## config.mk

```make
export PLATFORM = sky130hd
export DESIGN_NAME = puf_meas_ctrl
export DESIGN_NICKNAME = d
export VERILOG_FILES = /design/src/rtl/puf_meas_ctrl.sv
export SDC_FILE = /design/constraint.sdc
export NUM_CORES = 1
export LEC_CHECK = 0
export CORE_MARGIN = 2
export CORE_UTILIZATION = 35
export DETAILED_ROUTE_END_ITERATION = 10
export GPL_ROUTABILITY_DRIVEN = 0
export PLACE_DENSITY_LB_ADDON = 0.15
export SYNTH_ARGS = -nofsm -noshare
export SYNTH_HDL_FRONTEND = slang
export SYNTH_SLANG_ARGS = --single-unit
```

## constraint.sdc

```tcl
create_clock -name clk -period 2.2 [get_ports clk]
set_clock_uncertainty 0.2 [all_clocks]
set_input_delay 0.22 -clock clk [delete_from_list [all_inputs] [get_ports clk]]
set_output_delay 0.22 -clock clk [all_outputs]
set_load 0.01 [all_outputs]
```

## src/rtl/puf_meas_ctrl.sv

```systemverilog
// puf_meas_ctrl: measurement sequencer for the ring-oscillator PUF array.
// For each of NBITS oscillator pairs it selects a ring pair, clears the
// ripple counters, runs the rings for WINDOW cycles, lets the counters
// settle, then shifts one comparison bit into the response register.
//
// Handshake: start is a level sampled only in IDLE (abort has priority
// there); busy is high from the accept edge until the edge entering DONE;
// done is a one-cycle pulse, and resp/resp_valid hold until the next
// accepted start. abort cancels a run in progress without a done pulse.
module puf_meas_ctrl #(
  parameter int WINDOW  = 64,
  parameter int SETTLE  = 4,
  parameter int CLR_CYC = 2,
  parameter int NBITS   = 8
) (
  input  logic             clk,
  input  logic             rst_n,
  input  logic             start,
  input  logic             abort,
  input  logic [4:0]       challenge,
  input  logic [7:0]       count_a,
  input  logic [7:0]       count_b,
  output logic             osc_en,
  output logic             cnt_clr,
  output logic [4:0]       sel_a,
  output logic [4:0]       sel_b,
  output logic             busy,
  output logic             done,
  output logic [NBITS-1:0] resp,
  output logic             resp_valid,
  output logic             sat
);

  typedef enum logic [2:0] {
    S_IDLE,
    S_CLEAR,
    S_RUN,
    S_SETTLE,
    S_SAMPLE,
    S_DONE
  } state_t;

  state_t      state;
  state_t      state_next;
  logic [15:0] timer;
  logic [3:0]  k;
  logic [3:0]  k_inc;
  logic [4:0]  chal;
  logic [4:0]  sel_next;
  logic        active;
  logic        abort_hit;
  logic        start_hit;

  // The rst_n pin is active-high in this codebase despite its name.
  assign active    = (state == S_CLEAR) || (state == S_RUN) ||
                     (state == S_SETTLE) || (state == S_SAMPLE);
  assign abort_hit = active && abort;
  assign start_hit = (state == S_IDLE) && start && !abort;
  assign k_inc     = k + 4'd1;
  // Base select of the next pair: challenge + 2(k+1), wrapping mod 32.
  assign sel_next  = chal + {k_inc, 1'b0};

  // State register.
  always_ff @(posedge clk or posedge rst_n) begin
    if (rst_n) state <= S_IDLE;
    else       state <= state_next;
  end

  // Next-state logic: each timed phase ends when the timer reaches its length.
  always_comb begin
    state_next = state;
    unique case (state)
      S_IDLE:   if (start_hit) state_next = S_CLEAR;
      S_CLEAR:  if (timer == 16'(CLR_CYC - 1)) state_next = S_RUN;
      S_RUN:    if (timer == 16'(WINDOW - 1)) state_next = S_SETTLE;
      S_SETTLE: if (timer == 16'(SETTLE - 1)) state_next = S_SAMPLE;
      S_SAMPLE: state_next = (k == 4'(NBITS - 1)) ? S_DONE : S_CLEAR;
      S_DONE:   state_next = S_IDLE;
      default:  state_next = S_IDLE;
    endcase
    if (abort_hit) state_next = S_IDLE;
  end

  // Phase timer: restarts on every state change, idle in IDLE.
  always_ff @(posedge clk or posedge rst_n) begin
    if (rst_n) begin
      timer <= 16'd0;
    end else if ((state_next != state) || (state == S_IDLE)) begin
      timer <= 16'd0;
    end else begin
      timer <= timer + 16'd1;
    end
  end

  // Registered outputs, pair index, selects and response accumulation.
  always_ff @(posedge clk or posedge rst_n) begin
    if (rst_n) begin
      osc_en     <= 1'b0;
      cnt_clr    <= 1'b1;
      busy       <= 1'b0;
      done       <= 1'b0;
      sel_a      <= 5'd0;
      sel_b      <= 5'd0;
      resp       <= '0;
      resp_valid <= 1'b0;
      sat        <= 1'b0;
      k          <= 4'd0;
      chal       <= 5'd0;
    end else begin
      // Decoding from state_next keeps these glitch-free and aligned with
      // the state they belong to; osc_en and cnt_clr are never both set.
      osc_en  <= (state_next == S_RUN);
      cnt_clr <= (state_next == S_IDLE) || (state_next == S_CLEAR) ||
                 (state_next == S_DONE);
      busy    <= !((state_next == S_IDLE) || (state_next == S_DONE));
      done    <= (state_next == S_DONE);

      if (start_hit) begin
        chal       <= challenge;
        k          <= 4'd0;
        resp       <= '0;
        sat        <= 1'b0;
        resp_valid <= 1'b0;
        sel_a      <= challenge;
        sel_b      <= challenge + 5'd1;
      end

      if (abort_hit) begin
        resp       <= '0;
        resp_valid <= 1'b0;
      end else if (state == S_SAMPLE) begin
        for (int i = 0; i < NBITS; i++) begin
          if (k == 4'(i)) resp[i] <= (count_a > count_b);
        end
        sat <= sat | (count_a == 8'hFF) | (count_b == 8'hFF);
        // Selects move only on entry to CLEAR, while the rings are off.
        if (state_next == S_CLEAR) begin
          k     <= k_inc;
          sel_a <= sel_next;
          sel_b <= sel_next + 5'd1;
        end
      end

      if (state_next == S_DONE) resp_valid <= 1'b1;
    end
  end

endmodule

```

==> metrics.csv, run 1 <==
stage,metric,value,unit
status,outcome,completed,
floorplanning,initial_utilization,35.6,%
setup_path,crit_required,2.20,ns
power_and_ir_drop,power_switching,1.22,mW
setup_path,worst-path-stages,8,
logic_synthesis,synth_cells,339,
setup_path,crit_fanout,3,
floorplanning,die_x,100,um
detailed_routing,drc,0,
floorplanning,io_pins,49,
global_route,grt_max_degree,53,
logic_synthesis,yosysTopAreaCellShare,39.4,%
cells_and_area,drive_gt1_share,19.2,%
logic_synthesis,synth-edff-count,0,
global_route,grt_overflow_total,0,
power_and_ir_drop,clock_power_share,16.9,%
timing,drv_slew,0,
cells_and_area,multiInputGateArea,1840,um2
setup_path,crit_family,adder cells,
setup_path,cpPeakStageDelay,0.40,ns
clock_tree,clk_latency,0.31,ns
logic_synthesis,synth.yosys.seq_area_share,40.2,%
logic_synthesis,ys_ff_latch,52,
placement,io_buffer_count,48,
clock_tree,root_buffer,clkbuf_8,
power_and_ir_drop,p_int,2.15,mW
global_route,grt_pass1_vias,2705,
floorplanning,die_area,10100,um2
logic_synthesis,yosysWarnings,0,
clock_tree,clk_path_buf_depth,2,
cells_and_area,seq_area,1300,um2
setup_path,reg2reg_slack,0.1,ns
timing,tightest_slew,0.458,ns
setup_path,reg2reg_depth,8,
timing,slew_headroom,69.4,%
floorplanning,dieHeight,100,um
cells_and_area,final_area,4230,um2
global_route,grt_antenna_before_repair,0,
clock_tree,ctsHoldBuffers,0,
logic_synthesis,yosys.area.top_type,dfrtp_1,
detailed_routing,route.detailed.wl_per_inst,14.0,um
cells_and_area,postLayoutCoreUtil,46.5,%
setup_path,path_class,flop to flop,
floorplanning,core_area,9110,um2
power_and_ir_drop,ir_drop,0.438,mV
global_route,grt_use_total,15.6,%
setup_path,cp_data_arrival_time,2.11,ns
logic_synthesis,async_flop_share,100,%
setup_path,cp_common_cell,xnor2_1,
timing,timing.fmax,475,MHz
timing,fin_crit,2.10,ns
placement,place_hpwl,5450,um
clock_tree,htreeDepth,2,
logic_synthesis,synth_flop_cell,dfrtp_1,
detailed_routing,firstDrtPassIters,6,
detailed_routing,first_iter_violations,68,
hold_path,hold_path.class,input port to async pin,
timing,setup_viol,0,
timing,period_share,95.6,%
logic_synthesis,synthDistinctLibCells,44,
setup_path,cp-start-kind,flop,
power_and_ir_drop,seq_power_share,37.3,%
clock_tree,cts_tree,yes,
power_and_ir_drop,power_density,796,nW/um2
cells_and_area,fin_nets,456,
logic_synthesis,yosys-top-cells-area,"dfrtp_1 (39%), ha_1 (7.3%), xnor2_1 (4.3%), nand3_1 (4.2%), a211oi_2 (3.5%)",
power_and_ir_drop,pwr-share-comb,45.8,%
logic_synthesis,syn_nets,384,
clock_tree,clk_pin_slew_worst_paths,0.11,ns
cells_and_area,nFillCells,907,
detailed_routing,drt.antenna.violating_nets,0,
setup_path,timing.rr.end,sel_b[4],
detailed_routing,avgViaCountPerCell,5.17,
logic_synthesis,syn_area,3240,um2
setup_path,r2r-start,k[0],
flow_run,maxCapViolations,0,
cells_and_area,antenna_cells,0,
setup_path,path_cells,buf_4 > ha_4 > xor2_1 > ha_1 > a21oi_2 > xnor2_1 > xnor2_1 > mux2i_1,
placement,placed_cell_area,4040,um2
global_route,grt_pass1_wl,12800,um
clock_tree,clock_sinks,52,
power_and_ir_drop,p_total,3.37,mW
floorplanning,rows,35,
setup_path,critical_path_buf_inv_count,1,
cells_and_area,synthToLayoutAreaGrowth,30.5,%
logic_synthesis,avgSynthCellArea,9.57,um2
detailed_routing,routed_wl,7350,um
timing,finalHoldViolations,0,
detailed_routing,vias,2705,
power_and_ir_drop,leakagePower,1.74,nW
power_and_ir_drop,p_sw_share,36.2,%
setup_path,end_kind,flop,
clock_tree,cts_made_buffers,5,
setup_path,crit_slowest_cell,dfrtp_1,
timing,tns,0,ns
how the worst max path moves through the flow:
stage	startpoint	to	slack, ns
2_1_floorplan	k[0]	sel_b[4]	0.05
3_3_place_gp	count_b[1]	resp[0]	-0.07
3_5_place_dp	count_b[1]	resp[2]	-0.12
4_1_cts	timer[10]	osc_en	0.008
5_1_grt	k[1]	sel_b[4]	-0.000004
6_report	k[0]	sel_b[4]	0.1
cells in the mapped netlist (all sizes together), types with 8 or more instances:
cell     n
a211oi  15
a21oi   22
buf      9
clkbuf   8
dfrtp   51
ha      19
inv     21
nand2   28
nand3   27
nand4    9
nor2    19
nor2b    8
o21ai   14
xnor2   16
xor2     9
kinds of logic after synthesis:
family | Yosys count | share of synthesized area, %
mux | 14 | 4.59
compound gates | 79 | 17.9
simple gates | 111 | 17.4
buf+inv | 38 | 5.25
flops | 52 | 40.2
xor+xnor | 25 | 6.75
fa+ha+maj | 20 | 7.95
layout by cell type, fill, tap and decap left out, types with 5 or more instances in the layout:
master	n
a21o_1	5
dfrtp_1	50
nor2_1	19
clkdlybuf4s50_1	48
o311ai_0	7
nor2b_1	7
nand2_1	28
mux2i_1	7
nor3_1	5
clkbuf_8	5
mux2_2	7
a211oi_2	10
a211oi_1	5
xor2_1	8
o21ai_0	14
buf_4	30
xnor2_1	16
ha_1	16
nand4_1	9
nand3_1	26
inv_1	19
a21oi_1	20
metrics by stage:
| step | hold WS [ns] | instances | worst slack, ns |
|---|---|---|---|
| after floorplan | 0.171 | 339 | 0.0494 |
| after global placement | 0.295 | 512 | -0.0697 |
| after detailed placement | 0.304 | 512 | -0.121 |
| after CTS | 0.0726 | 520 | 0.00758 |
| after global routing | 0.0925 | 523 | -0.00000422 |
| final | 0.0565 | 523 | 0.0960 |
cell type report:
| type | count | area share [%] |
|---|---|---|
| Clock buffer | 5 | 1.63 |
| Multi-Input combinational cell | 249 | 43.5 |
| Tap cell | 111 | 3.28 |
| Timing Repair Buffer | 82 | 18.4 |
| Sequential cell | 52 | 30.8 |
| Inverter | 21 | 1.86 |
| Clock inverter | 3 | 0.562 |
power groups by stage:
stage / Combinational [mW] / Clock, mW / Sequential [mW]
floorplan: 0.874 / 0 / 1.30
detailed placement: 1.48 / 0 / 1.28
global route: 1.71 / 0.632 / 1.28
global placement: 1.48 / 0 / 1.28
finish: 1.54 / 0.570 / 1.26
CTS: 1.48 / 0.595 / 1.26
state kept, by name (all words and copies together), names as in the netlist, 3 cells and up:
| name | count |
|---|---|
| chal | 5 |
| sel_b | 5 |
| resp | 8 |
| k | 4 |
| state | 3 |
| sel_a | 5 |
| timer | 16 |
worst min-delay path, delay by kind of cell:
| kind | cells | cell delay [ns] |
|---|---|---|
| buf+inv | 3 | 0.75 |
metal layers:
metal	routed length (um)	track usage (%)
met1	3430	20.9
met2	3640	26.5
met3	193	2.58
met4	89	3.48
met5	0	0
repair_timing:
item,4_1_cts,5_1_grt
buffers inserted,0,3
setup endpoints to repair,0,27
gates resized for setup,0,16
hold endpoints to repair,0,0
Power figures use the tool's default switching activity.
==> inputs of run 2 (changes only) <==
- CAP_MARGIN: not set -> 30
==> results of run 2 <==
Final layout, timing and power as in run 1 (identical DEF).
==> inputs of run 3 (changes only) <==
- ABC_AREA: not set -> 1
==> metrics.csv, run 3 <==
stage,metric,value,unit,change
power_and_ir_drop,p_int,2.23,mW,+4.0%
hold_path,hold_path.class,input port to async pin,,
setup_path,crit_required,2.20,ns,about the same
timing,setup_viol,0,,unchanged
logic_synthesis,avgSynthCellArea,7.67,um2,-20%
global_route,grt_max_degree,53,,unchanged
clock_tree,htreeDepth,2,,unchanged
logic_synthesis,yosysMostFrequentCell,nand2_1,,
detailed_routing,vias,2862,,+5.8%
floorplanning,dieHeight,100,um,about the same
logic_synthesis,yosys.area.top_type,dfrtp_1,,
timing,drv_slew,0,,unchanged
setup_path,reg2reg_slack,0.09,ns,about the same
timing,period_share,96.0,%,+0.38 points
floorplanning,core_area,9110,um2,unchanged
setup_path,cp-startpoint,k[0],,
timing,tns,0,ns,unchanged
timing,whs,0.0800,ns,+0.0235 ns
cells_and_area,seq_area,1300,um2,unchanged
setup_path,timing.rr.end,sel_b[4],,
global_route,grt_overflow_total,0,,unchanged
flow_run,maxCapViolations,0,,unchanged
clock_tree,clk_latency,0.30,ns,about the same
power_and_ir_drop,seq_power_share,34.3,%,-3.0 points
setup_path,cp-start-kind,flop,,
global_route,grt_pass1_wl,12900,um,+0.86%
cells_and_area,fin_nets,539,,+18%
logic_synthesis,async_flop_share,100,%,unchanged
cells_and_area,antenna_cells,0,,unchanged
timing,slew_headroom,59.5,%,-9.9 points
setup_path,cp-endpoint,sel_b[4],,
detailed_routing,route.detailed.wl_per_inst,12.7,um,-9.9%
logic_synthesis,syn_nets,467,,+22%
setup_path,path_class,flop to flop,,
global_route,grt_pass1_vias,2828,,+4.5%
floorplanning,rows,35,,unchanged
cells_and_area,multiInputGateArea,1720,um2,-6.5%
floorplanning,die_x,100,um,about the same
timing,fin_crit,2.11,ns,+0.00841 ns
placement,io_buffer_count,48,,unchanged
logic_synthesis,syn_area,3240,um2,-0.19%
detailed_routing,drt.antenna.violating_nets,0,,unchanged
power_and_ir_drop,pwr-share-comb,50.3,%,+4.5 points
setup_path,r2r-start,k[0],,
power_and_ir_drop,power_switching,1.49,mW,+22%
setup_path,cp_data_arrival_time,2.11,ns,about the same
detailed_routing,firstDrtPassIters,4,,-2
timing,finalHoldViolations,0,,unchanged
clock_tree,clk_path_buf_depth,2,,unchanged
floorplanning,initial_utilization,35.5,%,-0.069 points
logic_synthesis,synth_flop_cell,dfrtp_1,,
detailed_routing,avgViaCountPerCell,4.72,,-8.7%
status,outcome,completed,,
logic_synthesis,synth_common_cells,"nand2_1 (93), inv_1 (64), dfrtp_1 (51), nor2_1 (38), nand3_1 (33)",,
cells_and_area,largest_register_ff_count,16,,unchanged
setup_path,crit_fanout,3,,unchanged
detailed_routing,drc,0,,unchanged
detailed_routing,routed_wl,7670,um,+4.4%
cells_and_area,final_cell_mix,"nand2_1 (92), inv_1 (61), dfrtp_1 (50)",,
floorplanning,die_area,10000,um2,-0.19%
cells_and_area,layout_commonest_cell,nand2_1,,
cells_and_area,top_regs,"timer: 16 flops, resp: 8 flops",,
logic_synthesis,synth-edff-count,0,,unchanged
cells_and_area,drive_gt1_share,15.8,%,-3.4 points
clock_tree,clock_sinks,52,,unchanged
power_and_ir_drop,clock_power_share,15.4,%,-1.5 points
cells_and_area,nFillCells,945,,+4.2%
clock_tree,clk_pin_slew_worst_paths,0.10,ns,about the same
global_route,grt_use_total,15.7,%,+0.17 points
clock_tree,cts_made_buffers,5,,unchanged
logic_synthesis,synth_cells,422,,+24%
logic_synthesis,synth.yosys.seq_area_share,40.2,%,+0.078 points
timing,tightest_slew,0.604,ns,+0.146 ns
power_and_ir_drop,ir_drop,0.564,mV,+29%
clock_tree,root_buffer,clkbuf_8,,
setup_path,end_kind,flop,,
timing,timing.fmax,473,MHz,-0.40%
logic_synthesis,yosysWarnings,0,,unchanged
power_and_ir_drop,leakagePower,2.03,nW,+17%
logic_synthesis,ys_ff_latch,52,,unchanged
logic_synthesis,yosysTopAreaCellShare,39.4,%,+0.076 points
power_and_ir_drop,power_density,889,nW/um2,+12%
clock_tree,cts_tree,yes,,
detailed_routing,first_iter_violations,67,,-1.5%
cells_and_area,regMostFlops,timer,,
global_route,grt_antenna_before_repair,0,,unchanged
placement,place_hpwl,5430,um,-0.35%
floorplanning,io_pins,49,,unchanged
cells_and_area,synthToLayoutAreaGrowth,29.5,%,
power_and_ir_drop,p_sw_share,40.0,%,+3.8 points
logic_synthesis,synthDistinctLibCells,36,,-18%
setup_path,reg2reg_depth,10,,+2
logic_synthesis,yosys-top-cells-area,"dfrtp_1 (39%), nand2_1 (11%), inv_1 (7.4%), ha_1 (7.3%), nand3_1 (5.1%)",,
-- run 3: worst min path at each step --
stage                 start       end  slack [ns]  depth (start not counted)
6_report              rst_n  timer[5]        0.08                          3
5_1_grt               rst_n  timer[9]         0.1                          3
4_1_cts               rst_n  sel_b[3]        0.09                          3
3_5_place_dp        chal[1]   chal[1]        0.27                          2
3_3_place_gp        chal[3]   chal[3]        0.27                          2
2_1_floorplan  challenge[1]   chal[1]        0.15                          2
-- run 3: power by group through the flow --
stage               clock network [mW]  logic (mW)  registers [mW]
finish                           0.574        1.87            1.28
global route                     0.633        2.11            1.31
CTS                              0.603        1.68            1.27
detailed placement                   0        1.66            1.29
global placement                     0        1.64            1.29
floorplan                            0        1.04            1.34
-- run 3: kinds of logic (layout without fill, tap and decap cells) --
kind of cell | after synthesis | after routing | share of synthesized area, %
adder cells (fa/ha/maj) | 20 | 20 | 7.96
AO/OA/AOI/OAI | 46 | 46 | 8.08
flip-flops | 52 | 52 | 40.2
XOR/XNOR | 17 | 17 | 4.60
AND/OR/NAND/NOR | 211 | 212 | 29.6
buffers and inverters | 76 | 148 | 9.55
-- run 3: cell type report --
cell class              count  area share [%]
multi-input cells         295            41.1
flip-flops and latches     52            31.1
inverters                  68            6.12
repair buffers             72            16.2
clock buffers               8            2.15
well taps                 111            3.31
-- run 3: stage by stage --
stage	instance area [um2]	utilization, %	total power, mW	setup slack (ns)	std cells
detailed placement	3960	43.5	2.96	-0.152	592
floorplan	3240	-	2.38	0.00803	422
global placement	3960	43.5	2.93	-0.0869	592
global route	4190	46.0	4.05	-0.0128	606
finish	4190	46.0	3.73	0.0876	606
CTS	4060	44.6	3.55	0.0219	600
-- run 3: worst max-delay path, stage by stage, from the launching register on --
cell and delay [ns]:
dfrtp_1 0.40, inv_2 0.08, buf_6 0.13, ha_4 0.16, fa_2 0.38, or2_4 0.25
nand4_1 0.11, nand3b_1 0.13, nand2_1 0.05, nand3_1 0.06, nand2_1 0.06
-- run 3: per-layer routing --
layer | GRT usage (%) | up-vias | routed length, um
li1 | - | 1487 | -
met2 | 28.8 | 25 | 3920
met5 | 0 | - | 0
met4 | 2.53 | 0 | 38
met3 | 2.30 | 4 | 129
met1 | 20.0 | 1346 | 3590
-- run 3: repair_timing --
action	in CTS	in global routing
pin swaps	0	5
gates cloned	0	1
setup endpoints to repair	2	30
setup buffers	0	5
resized for setup	3	20
hold buffers	0	0
